===== config.mk =====
export PLATFORM = sky130hd
export DESIGN_NAME = regfile_param
export DESIGN_NICKNAME = d
export VERILOG_FILES = /design/src/rtl/regfile_param.sv
export SDC_FILE = /design/constraint.sdc
export NUM_CORES = 1
export LEC_CHECK = 0
export CAP_MARGIN = 20
export CORE_ASPECT_RATIO = 0.5
export CORE_UTILIZATION = 25
export DETAILED_ROUTE_END_ITERATION = 16
export MAX_ROUTING_LAYER = met4
export PLACE_DENSITY_LB_ADDON = 0.2
export SLEW_MARGIN = 20
export SYNTH_ARGS = -nofsm -noshare
export SYNTH_HDL_FRONTEND = slang
export SYNTH_SLANG_ARGS = --single-unit

===== constraint.sdc =====
create_clock -name clk -period 3.5 [get_ports clk]
set_input_delay 0.7 -clock clk [delete_from_list [all_inputs] [get_ports clk]]
set_output_delay 0.7 -clock clk [all_outputs]
set_load 0.05 [all_outputs]

===== src/rtl/regfile_param.sv =====
// Parametrised integer register file: two combinational read ports, one write port,
// x0 hardwired to zero, post-reset clear sweep. Define REGFILE_BYPASS_EN for write-to-read forwarding.
module regfile_param #(
  parameter int XLEN  = 32,
  parameter int NREGS = 32,
  parameter int AW    = 5
) (
  input  logic            clk,
  input  logic            reset,
  input  logic [AW-1:0]   rs1,
  input  logic [AW-1:0]   rs2,
  output logic [XLEN-1:0] rd_data1,
  output logic [XLEN-1:0] rd_data2,
  input  logic            wrEn,
  input  logic [AW-1:0]   ws,
  input  logic [XLEN-1:0] wr_data,
  output logic            busy
);

  // Storage address width: just enough bits to reach NREGS-1.
  localparam int IW = (NREGS > 2) ? $clog2(NREGS) : 1;

  typedef enum logic {
    CLEAR = 1'b0,
    READY = 1'b1
  } state_t;

  state_t            state_q, state_d;
  logic [AW-1:0]     ptr_q, ptr_d;

  logic              mem_we;
  logic [IW-1:0]     mem_waddr;
  logic [XLEN-1:0]   mem_wdata;
  logic              wr_ok;

  logic [XLEN-1:0]   mem [1:NREGS-1];

  function automatic logic in_range(input logic [AW-1:0] idx);
    return (32'(idx) < NREGS);
  endfunction

  always_comb begin
    // NOTE: every signal gets a default first so no path leaves it unassigned (no latch).
    state_d   = state_q;
    ptr_d     = ptr_q;
    mem_we    = 1'b0;
    mem_waddr = ws[IW-1:0];
    mem_wdata = wr_data;
    wr_ok     = wrEn && (ws != '0) && in_range(ws);
    busy      = (state_q == CLEAR);

    case (state_q)
      CLEAR: begin
        // Gate with reset so a clock running during reset never touches the array.
        mem_we    = reset;
        mem_waddr = ptr_q[IW-1:0];
        mem_wdata = '0;
        if (ptr_q == AW'(NREGS - 1)) begin
          state_d = READY;
        end else begin
          ptr_d = ptr_q + AW'(1);
        end
      end
      READY: begin
        mem_we = wr_ok;
      end
      default: begin
        state_d = CLEAR;
      end
    endcase
  end

  // NOTE: sequential state uses non-blocking assignments; combinational logic uses blocking.
  always_ff @(posedge clk or negedge reset) begin
    if (!reset) begin
      state_q <= CLEAR;
      ptr_q   <= AW'(1);
    end else begin
      state_q <= state_d;
      ptr_q   <= ptr_d;
    end
  end

  // NOTE: the array has no reset; the clear sweep is what zeroes it, keeping it RAM-friendly.
  always_ff @(posedge clk) begin
    if (mem_we) begin
      mem[mem_waddr] <= mem_wdata;
    end
  end

  always_comb begin
    rd_data1 = '0;
    rd_data2 = '0;
    if (!busy) begin
      if ((rs1 != '0) && in_range(rs1)) rd_data1 = mem[rs1[IW-1:0]];
      if ((rs2 != '0) && in_range(rs2)) rd_data2 = mem[rs2[IW-1:0]];
`ifdef REGFILE_BYPASS_EN
      // wr_ok already excludes x0 and out-of-range indices.
      if (wr_ok && (rs1 == ws)) rd_data1 = wr_data;
      if (wr_ok && (rs2 == ws)) rd_data2 = wr_data;
`endif
    end
  end

endmodule


# Word-level counts from Yosys, hierarchy flattened
# Memory sizes are Yosys's and may differ from the RTL's.
# Cells that the tools add are included.
dict set report totals {
  regBits 6
  ram_bits 992
  input_bits 50
  word_cells 23
  mem_count 1
}
# name words width rd rd_clocked_by_memory_dff wr line
set memory_table {}
lappend memory_table {mem 31 32 2 0 1 36} ;# logic [XLEN-1:0] mem [1:NREGS-1];
dict set report classes {
  add_sub_neg 1
  eq_ne 1
  muxes 11
  n_bitwise 2
  reduce_logical 5
}
# operator count
set op_table {}
lappend op_table {{$mux 32} 5}
lappend op_table {{$reduce_bool 5->1} 3}
lappend op_table {{$add 5x1->5 const B} 1}
lappend op_table {{$eq 5x5->1 const B} 1}
lappend op_table {{$mux 5} 1}
lappend op_table {{$mux 1} 4}
lappend op_table {{$not 1->1} 2}
lappend op_table {{$pmux 1 s2} 1}
lappend op_table {{$reduce_and 2->1} 1}
lappend op_table {{$logic_and 1x1->1} 1}

# Logic depth before layout (Yosys ltp)
# Gate-level depths: netlist of the first run.
dict set report logic_depth {
  depth_word 5
  depth_mapped 8
}

# Worst setup path after synthesis of the first run
# Ideal clock, no wire load.
dict set report synth_path {
  path_type {input-to-output}
  start {input rs2[1]}
  end {output rd_data2[20]}
  t_arrival_ps 3409
  required_ps 2800
  path_slack_ps -609
  stages 7
  path_buffers 4
  path_cell_list {buf_6 > buf_8 > buf_8 > buf_4 > a211o_1 > a21o_1 > a2111oi_1}
}
dict set report synth_between {
  elab_chain_cells 3
}
# item line
set synth_rtl {}
lappend synth_rtl {{start, declared} 11} ;# input logic [AW-1:0] rs2,
lappend synth_rtl {{$mem_v2 31x32 or $reduce_bool 5->1 (tied branches)} n/a}
lappend synth_rtl {{$mux 32 (*)} 96} ;# if ((rs2 != '0) && in_range(rs2)) rd_data2 = mem[rs2[IW-1:0]];
lappend synth_rtl {{$mux 32 (*)} 94} ;# if (!busy) begin
lappend synth_rtl {{end, declared} 13} ;# output logic [XLEN-1:0] rd_data2,
# Mark *: on every way between the ends. The rest lies on a longest branch, timed or not.

# Final worst setup path of the first run
dict set report layout_path {
  start {input rs1[0]}
  end {output rd_data1[4]}
}
dict set report layout_between {
  elab_chain_cells 3
}
# item line
set layout_rtl {}
lappend layout_rtl {{start, declared} 10} ;# input logic [AW-1:0] rs1,
lappend layout_rtl {{$mem_v2 31x32 or $reduce_bool 5->1 (tied branches)} n/a}
lappend layout_rtl {{$mux 32 (*)} 95} ;# if ((rs1 != '0) && in_range(rs1)) rd_data1 = mem[rs1[IW-1:0]];
lappend layout_rtl {{$mux 32 (*)} 94}
lappend layout_rtl {{end, declared} 12} ;# output logic [XLEN-1:0] rd_data1,
# Marks and branches as above.

==> impl_summary.md, run 1 <==
Run status
The run finished with clean final reports.

Drt
The via count of the routed design is 30600. The pre-antenna-repair detailed-routing pass consisted of 5 iterations. After detailed routing, the number of remaining DRC violations is 0. The first routing iteration left 2628 violations. Once detail routing completed, the nets flagged for antenna violations numbered 0.

The per-cell via count in the routed design is 5.05. The average detailed-routed wire length per instance is 28.1 um. Summed over all layers, the routed wires come to 170000 um.

Synthesis
In the synthesized netlist the async set-or-reset flop fraction comes to 0.601%. The commonest cells after synthesis are 992 x edfxtp_1, 574 x mux2i_1, 223 x nor2_1. Of the synthesized area, sequential elements account for 61.9%.

After synthesis the netlist holds a flip-flop and latch count of 998. Summed over all instances, the cell type with the most area after synthesis is edfxtp_1. The post-synth net total is 3092.

The cell count after synthesis came out at 3040. The synthesized design contains 992 enable-type register cells. The library cell with the highest instance count after synthesis is edfxtp_1.

Sorting the synthesized cells by area gives the leading types as edfxtp_1 62%, mux2i_1 12%, mux4_2 9.0%. The number of distinct library cell variants in the gate-level netlist after synthesis is 50. The total number of yosys warnings is 0.

The proportion of netlist area held by the largest area contributor is 61.6%. The post-synthesis instance area is 0.0484 sq mm. For this run, the leading register cell type out of synthesis is edfxtp_1. The average footprint of a synthesized cell is 15.9 sq um.

Setup path
STA puts the critical path data arrival time at 2780 ps. The worst setup path is launched from a primary input. The critical setup path kind is primary input to primary output. In this design, the largest share of critical-path delay is due to buffers and inverters. The kind of capture point of the worst setup path is a primary output. By instance count, the cell type seen most on the critical path is buf_4.

In this design, the stage delay of the slowest critical-path cell is 540 ps. Along the worst path, the maximum fanout reaches 10. The combined buffer and inverter count along the critical path is 6. The data required time at the worst endpoint is 2800 ps. Walking the worst path, the cells encountered are buf_8, buf_4, buf_4, mux2i_1, nor2_1, nor4_1, buf_4, a2111oi_2, buf_4, buf_12. The slowest cell on the critical path is nor4_1.

Clock network
The number of buffers added by the clock tree synthesis step is 106. TritonCTS built the clock tree. The library cell used as clock root buffer is clkbuf_16. The number of buffers on the longest clock path is 3. The clock drives 998 sinks. After clock tree synthesis, the clock-pin slew on the worst setup and hold paths is 60 ps. The H-tree depth reported by CTS is 3.

The worst-skew pair later-pin latency is 730 ps.

Worst hold path
The path class of the tightest hold or removal check is primary input to asynchronous set/reset pin.

Floorplan
The die width is 624 um. From bottom edge to top edge, the die measures 313 um. Once the floorplan was initialized, standard cells occupied 25.3% of the core. The floorplan step defined a die boundary enclosing 0.195 sq mm. The placement row count is 113. The placeable core region is 0.191 sq mm.

The number of top-level pins is 115.

Timing
For the finished layout, the period the worst path requires is 3480 ps. The clock skew after layout is 26.6 ps. The part of the cycle the worst path needs is 99.3%. Summed over all failing endpoints, the final setup total negative slack is 0 ps. The transition at the pin with the smallest max-transition slack is 906 ps. The number of pins with negative max-slew slack in the final report is 0. For this run, the top clock speed supported by timing is 288 MHz. Setup repair after global routing could not meet its margin everywhere. The number of endpoints with negative hold slack in the final report was 0. In this run the tightest slew margin relative to its limit is 39.1%. Setup violations remaining at the end of the flow were counted as 0.

Place
The half-perimeter wire length after placement is 105000 um. The number of buffer cells added on primary ports is 114. The final RePlAce weighted congestion is 0.802.

GRT
The initial antenna violation count is 10. The number of global-route vias before repair is 31300. The final global-route overflow total is 0. The maximum number of pins on one net before global-route repair is 49. The total routing usage reported by global routing is 17.6%. The first global-routing pass estimated 239000 um of wire.

Run
The count of maximum capacitance violations is 0.

Power
In this run, the clock network consumes 40.0% of the power. Cell internal power was estimated by the tool at 21.1 mW. Per report_power, the sequential group accounts for 46.9% of the total. The net switching power figure is 7.04 mW. The maximum vdd ir drop is 0.378 mV. The total power per unit cell area is 464 mW/mm^2. The combinational share of power is 13.1%. Of the total power, the share spent switching nets is 25.1%.

The static leakage power is 20.7 nW.

Final layout
Compared with the post-synthesis result, the final layout area differs by 25.3%. At the end of the flow the core is filled with cells to 31.7%. After the last flow step, the layout net total stands at 3425. Of the cells placed in the final design, the portion with a size suffix greater than 1 is 27.0%.
-- cells by family (layout without fill, tap and decap cells) --
kind of cell | count (synthesis) | after routing | synth area share, %
XOR/XNOR | 3 | 3 | 0.0543
flip-flops | 998 | 998 | 61.9
other | 0 | 3 | 0
multiplexers | 774 | 774 | 21.0
AND/OR/NAND/NOR | 495 | 495 | 4.81
adder cells (fa/ha/maj) | 2 | 2 | 0.0517
AO/OA/AOI/OAI | 516 | 516 | 8.86
buffers and inverters | 252 | 675 | 3.27
-- placed cells by master (no fill, tap or decap), types with 9 or more instances in the layout --
cell	instances
bufinv_16	9
clkinv_2	9
a211o_1	64
edfxtp_1	992
and2_1	30
a2111oi_4	39
nor2_4	33
nor4_1	43
a31oi_1	55
o22ai_1	66
clkbuf_1	28
nor2b_1	62
a211oi_1	49
buf_16	14
buf_4	238
nor4_2	19
a22oi_1	118
a2111oi_2	25
nor2_1	190
clkdlybuf4s50_1	40
clkinv_1	38
mux2i_1	574
nand2_1	80
buf_12	168
mux4_2	194
a211oi_2	13
a21o_1	64
clkbuf_16	109
-- what timing repair did --
action                                  CTS  global route
hold buffers                              0             0
cloned                                    1             1
pin swaps                                 5             7
buffers inserted                          6            21
resized for setup                        61            48
endpoints found under the setup margin   47            33
-- layout make-up --
type / count / area [sq um]
fill: 18600 / 130000
antenna: 3 / 7.51
timing repair buffer: 474 / 6130
multi-input combinational: 1790 / 17900
clock inverter: 62 / 541
sequential: 998 / 29900
inverter: 3 / 11.3
clock buffer: 136 / 2810
tap: 2587 / 3240
-- final timing paths --
check | from | to | slack (ps) | depth (start not counted)
worst min-delay path | reset | state_q$_DFF_PN0_ | 290 | 2
worst max-delay path | rs1[0] | rd_data1[4] | 20 | 10
min in group clk | ptr_q[0]$_DFFE_PN1P_ | ptr_q[0]$_DFFE_PN1P_ | 550 | 1
worst max register to register | state_q$_DFF_PN0_ | mem[22][26]$_DFFE_PP_ | 970 | 5
worst min register to register | ptr_q[0]$_DFFE_PN1P_ | ptr_q[0]$_DFFE_PN1P_ | 550 | 1
max in group asynchronous | reset | ptr_q[0]$_DFFE_PN1P_ | 3010 | 2
-- registers in the layout, summed over array words and instances (netlist names) --
name / flops
mem: 992
ptr_q: 5
state_q: 1
-- metal layers --
layer | track usage, % | wire length, um
met5 | - | 0
met1 | 24.7 | 81200
met3 | 2.39 | 7640
met2 | 27.0 | 78100
met4 | 3.60 | 3400
-- power groups by stage --
stage	clock (mW)	combinational [mW]	sequential, mW
after global placement	0	3.49	13.4
after floorplan	0	1.88	13.4
after detailed placement	0	3.51	13.4
after global routing	11.9	3.84	13.2
after CTS	11.5	3.62	13.2
final	11.2	3.68	13.2
-- through the flow --
stage	cells	power [mW]	worst slack, ps	area, sq um	hold slack (ps)
3_3_place_gp	5820	16.9	-335	56000	542
5_1_grt	6053	28.9	-25.5	60600	282
4_1_cts	6027	28.3	-46.0	60000	250
3_5_place_dp	5822	16.9	-307	56000	544
6_report	6053	28.1	23.7	60600	286
2_1_floorplan	3040	15.3	56.1	48400	404
(Power assumes the default switching activity.)
==> inputs of run 2 (changes only) <==
CORE_ASPECT_RATIO = unset   (was 0.5)
CORE_UTILIZATION = 45   (was 25)
==> impl_summary.md, run 2 (synthesis gave the netlist of run 1 again) <==
Final layout
Largest registers in the final layout: mem x992, ptr_q x5, state_q x1 (unchanged). The area added between synthesis and finish is 20.6% (was 25.3%). Most frequent cells in the layout: 992 x edfxtp_1, 574 x mux2i_1, 204 x buf_4, 194 x mux4_2, 190 x nor2_1 (was 992 x edfxtp_1, 574 x mux2i_1, 238 x buf_4, 194 x mux4_2, 190 x nor2_1).

The number of nets in the finished design was 3368 (was 3425). The area of all placed cells without fillers is 0.0584 sq mm (was 0.0606 sq mm). The fraction of layout instances using a drive strength above 1 was 26.6% (was 27.0%). The number of non-filler instances in the completed layout came to 4794 (was 6053). The flip-flop count of the largest register, all copies and words added came to 992 (unchanged). The post-layout utilization of the core was 55.1% (was 31.7%). The register ranked first by flip-flop count is mem (unchanged). The most frequent standard cell in the layout excluding fill and tap cells was edfxtp_1 (unchanged).

Setup path
The combined buffer and inverter count along the critical path is 4 (was 6). The worst stage delay on the critical path is 560 ps (was 540 ps). CP Cell Sequence: buf_6, buf_4, and2_2, buf_4, a22oi_1, a31oi_1, a2111oi_4, buf_12 (was buf_8, buf_4, buf_4, mux2i_1, nor2_1, nor4_1, buf_4, a2111oi_2, buf_4, buf_12).

The dominant delay contributor by cell family on the critical path was buffers and inverters (unchanged). The critical path data arrival time is 2830 ps (was 2780 ps). The critical setup path kind is primary input to primary output (unchanged). The origin of the critical flop-to-flop path is state_q$_DFF_PN0_ (unchanged).

The data required time at the worst endpoint is 2800 ps (about the same). The kind of capture point of the worst setup path is a primary output (unchanged). The largest fanout on the critical path came to 11 (was 10).

The terminus of the critical flop-to-flop path is mem[13][25]$_DFFE_PP_ (was mem[22][26]$_DFFE_PP_). The cell depth of the worst flop-to-flop path is 7 (was 5). The critical path's most frequent cell was buf_4 (unchanged).

The slowest cell on the critical path is a31oi_1 (was nor4_1). The launching element type of the critical path is a primary input (unchanged). The flop-to-flop setup slack is 750 ps (was 970 ps).

Place
The half-perimeter wire length after placement came to 96500 um (was 105000 um). The number of buffer cells added on primary ports is 114 (unchanged). The final RePlAce weighted congestion is 0.880 (was 0.802).

The number of placed cells counting well taps came to 4595 (was 5822). The pre-CTS worst setup slack is -161 ps (was -307 ps). The area of placed instances is 0.0541 sq mm (was 0.0560 sq mm).

Timing
The clock skew after layout was 27.0 ps (was 26.6 ps). The transition at the pin with the smallest max-transition slack is 1070 ps (was 906 ps). The post-layout worst setup margin is -32.0 ps (was 23.7 ps).

The sum of negative setup slack came to -32.0 ps (was 0 ps). The number of endpoints with negative hold slack in the final report is 0 (unchanged). The post-route minimum period is 3530 ps (was 3480 ps).

The number of pins with negative max-slew slack in the final report is 0 (unchanged). The worst relative slew slack is 28.4% (was 39.1%). The number of setup violations in the final report is 1 (was 0).

The part of the cycle the worst path needs was 101% (was 99.3%). The final-layout worst hold slack is 566 ps (was 286 ps). The achievable frequency was 283 MHz (was 288 MHz).

Drt
The initial DRC count came to 3484 (was 2628). The number of routed nets with antenna violations is 0 (unchanged). The via count of the routed design is 31200 (was 30600). The per-cell via count in the routed design is 6.50 (was 5.05). The post-detailed-route DRC marker count is 0 (unchanged). The total iterations of the first detailed-routing run came to 6 (was 5). The average detailed-routed wire length per instance was 32.5 um (was 28.1 um). The total length of routed wires is 156000 um (was 170000 um).

GRT
The number of global-route vias before repair is 31800 (was 31300). The routing usage on met1 is 39.0% (was 24.7%). The maximum number of pins on one net before global-route repair came to 59 (was 49). The global-route track usage on met3 is 4.97% (was 2.39%). The first-pass GRT wire length is 222000 um (was 239000 um). The highest-utilization routing layer at the global route stage is met2 (unchanged). The met2 capacity usage during global routing was 45.4% (was 27.0%). The final global-route overflow total is 0 (unchanged). The total routing usage reported by global routing is 29.5% (was 17.6%). The initial antenna violation count is 2 (was 10).

Floorplan
The die area is 0.109 sq mm (was 0.195 sq mm). The die width came to 330 um (was 624 um). The height of the chip is 330 um (was 313 um). The placeable core region is 0.106 sq mm (was 0.191 sq mm). The number of top-level pins is 115 (unchanged). The initial core utilization is 45.7% (was 25.3%).

The placement row count is 119 (was 113).

Clock network
The library cell used as clock root buffer is clkbuf_16 (unchanged). The number of buffers on the longest clock path is 3 (unchanged). The total clock sinks is 998 (unchanged). The number of buffers inserted by hold repair at cts came to 0 (unchanged). The number of buffers added by the clock tree synthesis step is 104 (was 106). The worst-skew pair later-pin latency is 710 ps (was 730 ps). The clock transition at the register clock pins on the worst setup and hold paths after CTS is 60 ps (about the same). The TritonCTS clock tree was built (unchanged). The H-tree depth reported by CTS was 3 (unchanged).

Power
The maximum vdd ir drop is 0.401 mV (was 0.378 mV). The total power draw is 27.5 mW (was 28.1 mW). The static leakage power was 20.3 nW (was 20.7 nW). The total power per unit cell area is 471 mW/mm^2 (was 464 mW/mm^2).

Worst hold path
The kind of path behind the tightest hold check is primary input to asynchronous set/reset pin (unchanged).

Run
The count of maximum capacitance violations is 0 (unchanged).

Run status
The checks that failed: negative setup slack. Status: finished, violations left (was complete, no violations).
==> run 2: cell types whose count changed in the layout (fill, tap and decap cells not counted), moves of 8 or more <==
cell	change
a211oi_1	-9
a211oi_2	+9
buf_12	-14
buf_16	-10
buf_4	-34
clkinv_1	-18
clkinv_2	+9
nor4_1	-8
==> run 2: repair_timing <==
action / in CTS / in global routing
cloned: 3 / 1
setup endpoints to repair: 17 / 48
gates resized for setup: 22 / 84
buffers inserted: 0 / 2
pin swaps: 0 / 3
==> run 2: layer usage <==
layer | share of wire, % | vias up
li1 | - | 13000
met1 | 40 | 16200
met2 | 47 | 1680
met3 | 8.9 | 339
met4 | 4.1 | 0
met5 | 0 | -
==> run 2: final cells by class <==
cell class	instances	area (sq um)
Antenna cell	1	2.50
Clock buffer	132	2750
Clock inverter	60	556
Fill cell	8207	47500
Inverter	3	11.3
Multi-Input combinational cell	1793	18100
Sequential cell	998	29900
Tap cell	1391	1740
Timing Repair Buffer	416	5300
==> run 2: how the worst max path moves through the flow <==
stage	slack, ps	from	cells after the start	end
after global placement	-170	rs2[0]	9	rd_data2[22]
after detailed placement	-160	rs2[0]	9	rd_data2[22]
after global routing	-60	rs2[1]	8	rd_data2[7]
after CTS	-120	rs1[2]	8	rd_data1[29]
after floorplan	60	rs2[1]	7	rd_data2[10]
final	-30	rs1[2]	8	rd_data1[20]
==> run 2: power by group <==
group	switching, mW	internal [mW]
logic	2.03	1.46
registers	0.00725	13.2
clock network	4.67	6.15
total	6.71	20.8
==> run 2: worst register-to-register path, delay by kind of cell, from the launching register on <==
family / cells / cell delay (ps)
buf+inv: 3 / 910
simple gates: 3 / 750
flops: 1 / 600
compound gates: 1 / 130
